File: config.mk
export PLATFORM = sky130hd
export DESIGN_NAME = rv32_cpu_cp_div_iter
export DESIGN_NICKNAME = d
export VERILOG_FILES = /design/src/rtl/rv32_cpu_pkg.sv /design/src/rtl/rv32_cpu_cp_div_iter.sv
export SDC_FILE = /design/constraint.sdc
export NUM_CORES = 1
export LEC_CHECK = 0
export BUFFER_PORTS_ARGS = -buffer_cell sky130_fd_sc_hd__buf_4
export CAP_MARGIN = 20
export CORE_MARGIN = 4
export CORE_UTILIZATION = 58
export CTS_CLUSTER_SIZE = 8
export DETAILED_ROUTE_END_ITERATION = 8
export PLACE_DENSITY_LB_ADDON = 0.25
export SLEW_MARGIN = 20
export SYNTH_ARGS = -nofsm -noshare
export SYNTH_HDL_FRONTEND = slang
export SYNTH_SLANG_ARGS = --single-unit
File: constraint.sdc
create_clock -name i_clk -period 4.05 [get_ports i_clk]
set_clock_uncertainty 0.1 [all_clocks]
set_input_delay 0.405 -clock i_clk [delete_from_list [all_inputs] [get_ports i_clk]]
set_output_delay 0.405 -clock i_clk [all_outputs]
set_load 0.02 [all_outputs]
File: src/rtl/rv32_cpu_pkg.sv
// Shared RV32 CPU definitions: M-extension divide funct3 codes, divider FSM
// state encoding and the default datapath width.
package rv32_cpu_pkg;

    localparam int XLEN_DEFAULT = 32;

    localparam logic [2:0] DIV_OP_DIV  = 3'b100;
    localparam logic [2:0] DIV_OP_DIVU = 3'b101;
    localparam logic [2:0] DIV_OP_REM  = 3'b110;
    localparam logic [2:0] DIV_OP_REMU = 3'b111;

    typedef enum logic [1:0] {
        DIV_ST_IDLE = 2'd0,
        DIV_ST_BUSY = 2'd1,
        DIV_ST_DONE = 2'd2
    } div_state_e;

endpackage

File: src/rtl/rv32_cpu_cp_div_iter.sv
// Iterative radix-2 restoring divider, co-processor slot 2 beside the ALU.
// One quotient bit per cycle; the result is sign-corrected in the DONE cycle.
module rv32_cpu_cp_div_iter
    import rv32_cpu_pkg::*;
#(
    parameter int XLEN = XLEN_DEFAULT
) (
    input  logic            i_clk,
    input  logic            i_rstn,
    input  logic            i_start,
    input  logic            i_cpu_trap,
    input  logic [2:0]      i_div_op,
    input  logic [XLEN-1:0] i_rs1,
    input  logic [XLEN-1:0] i_rs2,
    output logic [XLEN-1:0] o_res,
    output logic            o_valid,
    output logic            o_busy
);

    localparam int CW = $clog2(XLEN);

    div_state_e      state_q, state_d;
    logic [CW-1:0]   cnt_q, cnt_d;
    logic [XLEN-1:0] quo_q, quo_d;
    logic [XLEN-1:0] rem_q, rem_d;
    logic [XLEN-1:0] dvs_q, dvs_d;
    logic            is_rem_q, is_rem_d;
    logic            neg_quo_q, neg_quo_d;
    logic            neg_rem_q, neg_rem_d;

    logic            signed_op;
    logic [XLEN-1:0] rs1_abs, rs2_abs;
    logic [XLEN:0]   rem_sh;
    logic [XLEN:0]   trial;
    logic            take;
    logic [XLEN-1:0] res_sel;

    assign signed_op = ~i_div_op[0];
    assign rs1_abs   = (signed_op && i_rs1[XLEN-1]) ? -i_rs1 : i_rs1;
    assign rs2_abs   = (signed_op && i_rs2[XLEN-1]) ? -i_rs2 : i_rs2;

    // Shifted remainder keeps its carry bit: with unsigned divisors above
    // 2^(XLEN-1) the partial remainder can exceed XLEN bits after the shift.
    assign rem_sh = {rem_q, quo_q[XLEN-1]};
    assign trial  = rem_sh - {1'b0, dvs_q};
    assign take   = rem_q[XLEN-1] | ~trial[XLEN];

    always_comb begin
        state_d   = state_q;
        cnt_d     = cnt_q;
        quo_d     = quo_q;
        rem_d     = rem_q;
        dvs_d     = dvs_q;
        is_rem_d  = is_rem_q;
        neg_quo_d = neg_quo_q;
        neg_rem_d = neg_rem_q;
        if (i_cpu_trap) begin
            state_d = DIV_ST_IDLE;
        end else begin
            case (state_q)
                DIV_ST_IDLE: begin
                    if (i_start) begin
                        is_rem_d  = i_div_op[2] & i_div_op[1];
                        neg_quo_d = signed_op & (i_rs1[XLEN-1] ^ i_rs2[XLEN-1]) & (|i_rs2);
                        neg_rem_d = signed_op & i_rs1[XLEN-1];
                        quo_d     = rs1_abs;
                        dvs_d     = rs2_abs;
                        rem_d     = '0;
                        cnt_d     = CW'(XLEN - 1);
                        state_d   = DIV_ST_BUSY;
                    end
                end
                DIV_ST_BUSY: begin
                    rem_d = take ? trial[XLEN-1:0] : rem_sh[XLEN-1:0];
                    quo_d = {quo_q[XLEN-2:0], take};
                    if (cnt_q == '0) begin
                        state_d = DIV_ST_DONE;
                    end else begin
                        cnt_d = cnt_q - 1'b1;
                    end
                end
                DIV_ST_DONE: state_d = DIV_ST_IDLE;
                default:     state_d = DIV_ST_IDLE;
            endcase
        end
    end

    always_ff @(posedge i_clk or negedge i_rstn) begin
        if (!i_rstn) begin
            state_q   <= DIV_ST_IDLE;
            cnt_q     <= '0;
            quo_q     <= '0;
            rem_q     <= '0;
            dvs_q     <= '0;
            is_rem_q  <= 1'b0;
            neg_quo_q <= 1'b0;
            neg_rem_q <= 1'b0;
        end else begin
            state_q   <= state_d;
            cnt_q     <= cnt_d;
            quo_q     <= quo_d;
            rem_q     <= rem_d;
            dvs_q     <= dvs_d;
            is_rem_q  <= is_rem_d;
            neg_quo_q <= neg_quo_d;
            neg_rem_q <= neg_rem_d;
        end
    end

    // Outputs depend only on registered state, never directly on inputs.
    assign res_sel = is_rem_q ? (neg_rem_q ? -rem_q : rem_q)
                              : (neg_quo_q ? -quo_q : quo_q);
    assign o_valid = (state_q == DIV_ST_DONE);
    assign o_busy  = (state_q != DIV_ST_IDLE);
    assign o_res   = o_valid ? res_sel : '0;

endmodule
==> metrics.csv <==
metric;value;unit
status;finished with violations;
violated checks;hold timing, setup timing;
Cells after Synth;1113;
WL per Instance;17.1;um
Clock Latency Late Sink;360;ps
num rows;44;
CP Max Fanout;5;
final hold vios;20;
drt pass-1 iters;5;
HPWL Detailed;17.7;mm
Die Span Y;132;um
post-layout net count;1303;
largest cells by area after synthesis;dfrtp_1 (30%), o21ai_0 (8.9%), xnor2_1 (7.9%), xor2_1 (6.5%), ha_1 (5.4%);
CTS sink count;106;
crit end category;output port;
Post-synth EDFFs;0;
Post-DP Area;9800;um2
P&R area growth vs syn;16.0;%
hold_ws;-55.1;ps
Worst Setup Start Kind;flop;
vias post-DR;8574;
unrepaired setup endpoints after global routing;yes;
Via density;6.20;
Filler cells;1219;
Max-Cap Viols;0;
Overall Global Routing Usage;26.8;%
antenna diode count;0;
Synth Net Count;1223;
final period utilization;101;%
CTS Buffer Depth;2;
Max Clk Rate;245;MHz
post-synth top area cell;dfrtp_1;
vias in the first global route;7895;
final worst slack;-30.3;ps
Slew Viols, Final;0;
Max rail drop VDD;0.351;mV
Clock Pin Slew Worst Setup and Hold Paths;70;ps
worst hold path class;input pin to asynchronous set/reset pin;
average cell area after synthesis;7.95;um2
initial DRC count;880;
DRC;0;
Synth Warn #;0;
CTS buffer count;9;
Rel. slew slack;27.6;%
largest net degree at the start of global routing;78;
CORE AREA;14800;um2
CTS tree;yes;
layout cells sized above 1;15.6;%
port bufs;104;
# setup viols final;4;
Yosys reg bits;106;
Seq/Total Area, Yosys;30.0;%
Worst-Margin Slew;1090;ps
Power Dens Cells;599;nW/um2
Async SR Flop Fraction;100;%
crit path time final;4080;ps
number of I/O pins;105;
Netlist cell types;57;
Post-CTS Hold Fix Bufs;0;
Synth top area share;30.0;%
critical path data arrival time;3580;ps
H-tree depth;3;
Root Buffer;clkbuf_16;
CP required;3540;ps
fin area;10300;um2
die area;17300;um2
most common cell after layout, fill and taps aside;o21ai_0;
GRT overflow;0;
Syn Std Cell Area;8850;um2
Initial Util;60.0;%
Routed Antenna Nets;0;
die extent in x;132;um
global-route wire length before repair;39.1;mm
Leak;0.00436;uW
global placer's final weighted congestion;0.935;
commonest non-fill, non-tap cells in the layout;o21ai_0 (153), buf_4 (127), nand2_1 (109), dfrtp_1 (105), nor2_1 (81);
Total Wirelength;23.7;mm
Top FF cell, synth;dfrtp_1;
Crit Path Class;flop to output port;
initial antenna violation count;0;
[per-layer routing]
| layer | global-route usage (%) | wire length, um | vias to the layer above |
|---|---|---|---|
| met3 | 4.20 | 1310 | 36 |
| met1 | 37.0 | 10800 | 4097 |
| met4 | 7.47 | 439 | 0 |
| li1 | - | - | 4169 |
| met2 | 43.9 | 11200 | 272 |
| met5 | 0 | 0 | - |
[report_power, final]
group / internal (uW) / total (uW) / switching (uW)
Combinational: 1500 / 3470 / 1970
Sequential: 1320 / 1770 / 452
Clock: 498 / 907 / 409
Total: 3320 / 6150 / 2830
[worst max-delay path, stage by stage, from the launching register on]
cell      delay (ps)
dfrtp_1          400
or4_4            550
or3_4            370
or4_4            510
or4_4            490
o41ai_2          250
xnor2_1          160
nor2_1            70
a211oi_2         230
buf_4            180
[state kept, by name (all words and copies together) (netlist names)]
register   flops
cnt_q          5
rem_q         32
neg_rem_q      1
dvs_q         32
neg_quo_q      1
state_q        2
quo_q         32
is_rem_q       1
[kinds of logic after synthesis]
group / share of synthesized area, %
compound gates: 27.7
simple gates: 17.1
xor+xnor: 14.5
buf+inv: 4.79
flops: 30.0
fa+ha+maj: 5.60
mux: 0.339
[final timing paths]
kind	slack, ps	to	from	depth (start not counted)
max reg2reg	380	rem_q[6]$_DFFE_PN0P_	quo_q[31]$_DFFE_PN0P_	13
max in group asynchronous	3080	dvs_q[24]$_DFFE_PN0P_	i_rstn	2
min	-60	rem_q[14]$_DFFE_PN0P_	i_rstn	1
min in group i_clk	170	is_rem_q$_DFFE_PN0P_	i_div_op[1]	3
min reg2reg	380	dvs_q[24]$_DFFE_PN0P_	dvs_q[24]$_DFFE_PN0P_	2
max	-30	o_res[29]	quo_q[10]$_DFFE_PN0P_	9
[area by class of cell]
cell class | instances | area (um2) | share of cell area, %
clock buffers | 12 | 246 | 2.40
clock inverters | 4 | 51.3 | 0.500
inverters | 52 | 195 | 1.90
multi-input cells | 896 | 5920 | 57.7
flip-flops and latches | 106 | 2650 | 25.9
well taps | 184 | 230 | 2.24
repair buffers | 128 | 965 | 9.40
[synth_stat cells (2+ instances only)]
master,instances
and2_1,4
o21ai_1,2
clkbuf_1,54
o31a_1,2
a21oi_1,75
or3_1,11
xnor2_1,80
o21a_1,2
a22oi_1,37
a21o_1,5
xor2_1,66
a32oi_1,8
or2_2,6
nor4b_1,3
o21ai_0,157
nor3_1,16
nand3_1,13
a41oi_1,2
o41ai_2,2
ha_1,38
nor2b_1,9
dfrtp_1,106
nand4_1,6
o211ai_1,2
a22o_1,9
a31oi_1,11
nor2_1,81
nor4_1,8
or4_4,6
mux2i_1,3
buf_1,4
inv_1,52
o41ai_1,11
o31ai_1,29
a221oi_1,2
a21boi_0,2
and3_1,6
a211oi_1,29
nand2b_1,12
nor3b_1,4
or4_1,11
o21bai_1,3
nand2_1,109
o22ai_1,2
[timing repair]
item                                    CTS  global route
pin swaps                                 3             6
setup buffers                             3             2
gates resized for setup                  12            14
cloned                                    0             0
endpoints found under the setup margin    8            12
[per-stage QoR]
step	utilization [%]	total power, uW	setup WS [ps]	instances	TNS (ps)
floorplan	-	4210	296	1113	0
CTS	69.1	6020	-46.6	1380	-145
detailed placement	66.4	5050	97.2	1361	0
global placement	66.4	4990	167	1361	0
global route	69.5	6670	-146	1382	-864
finish	69.5	6150	-30.3	1382	-56.9
(Power assumes the default switching activity.)
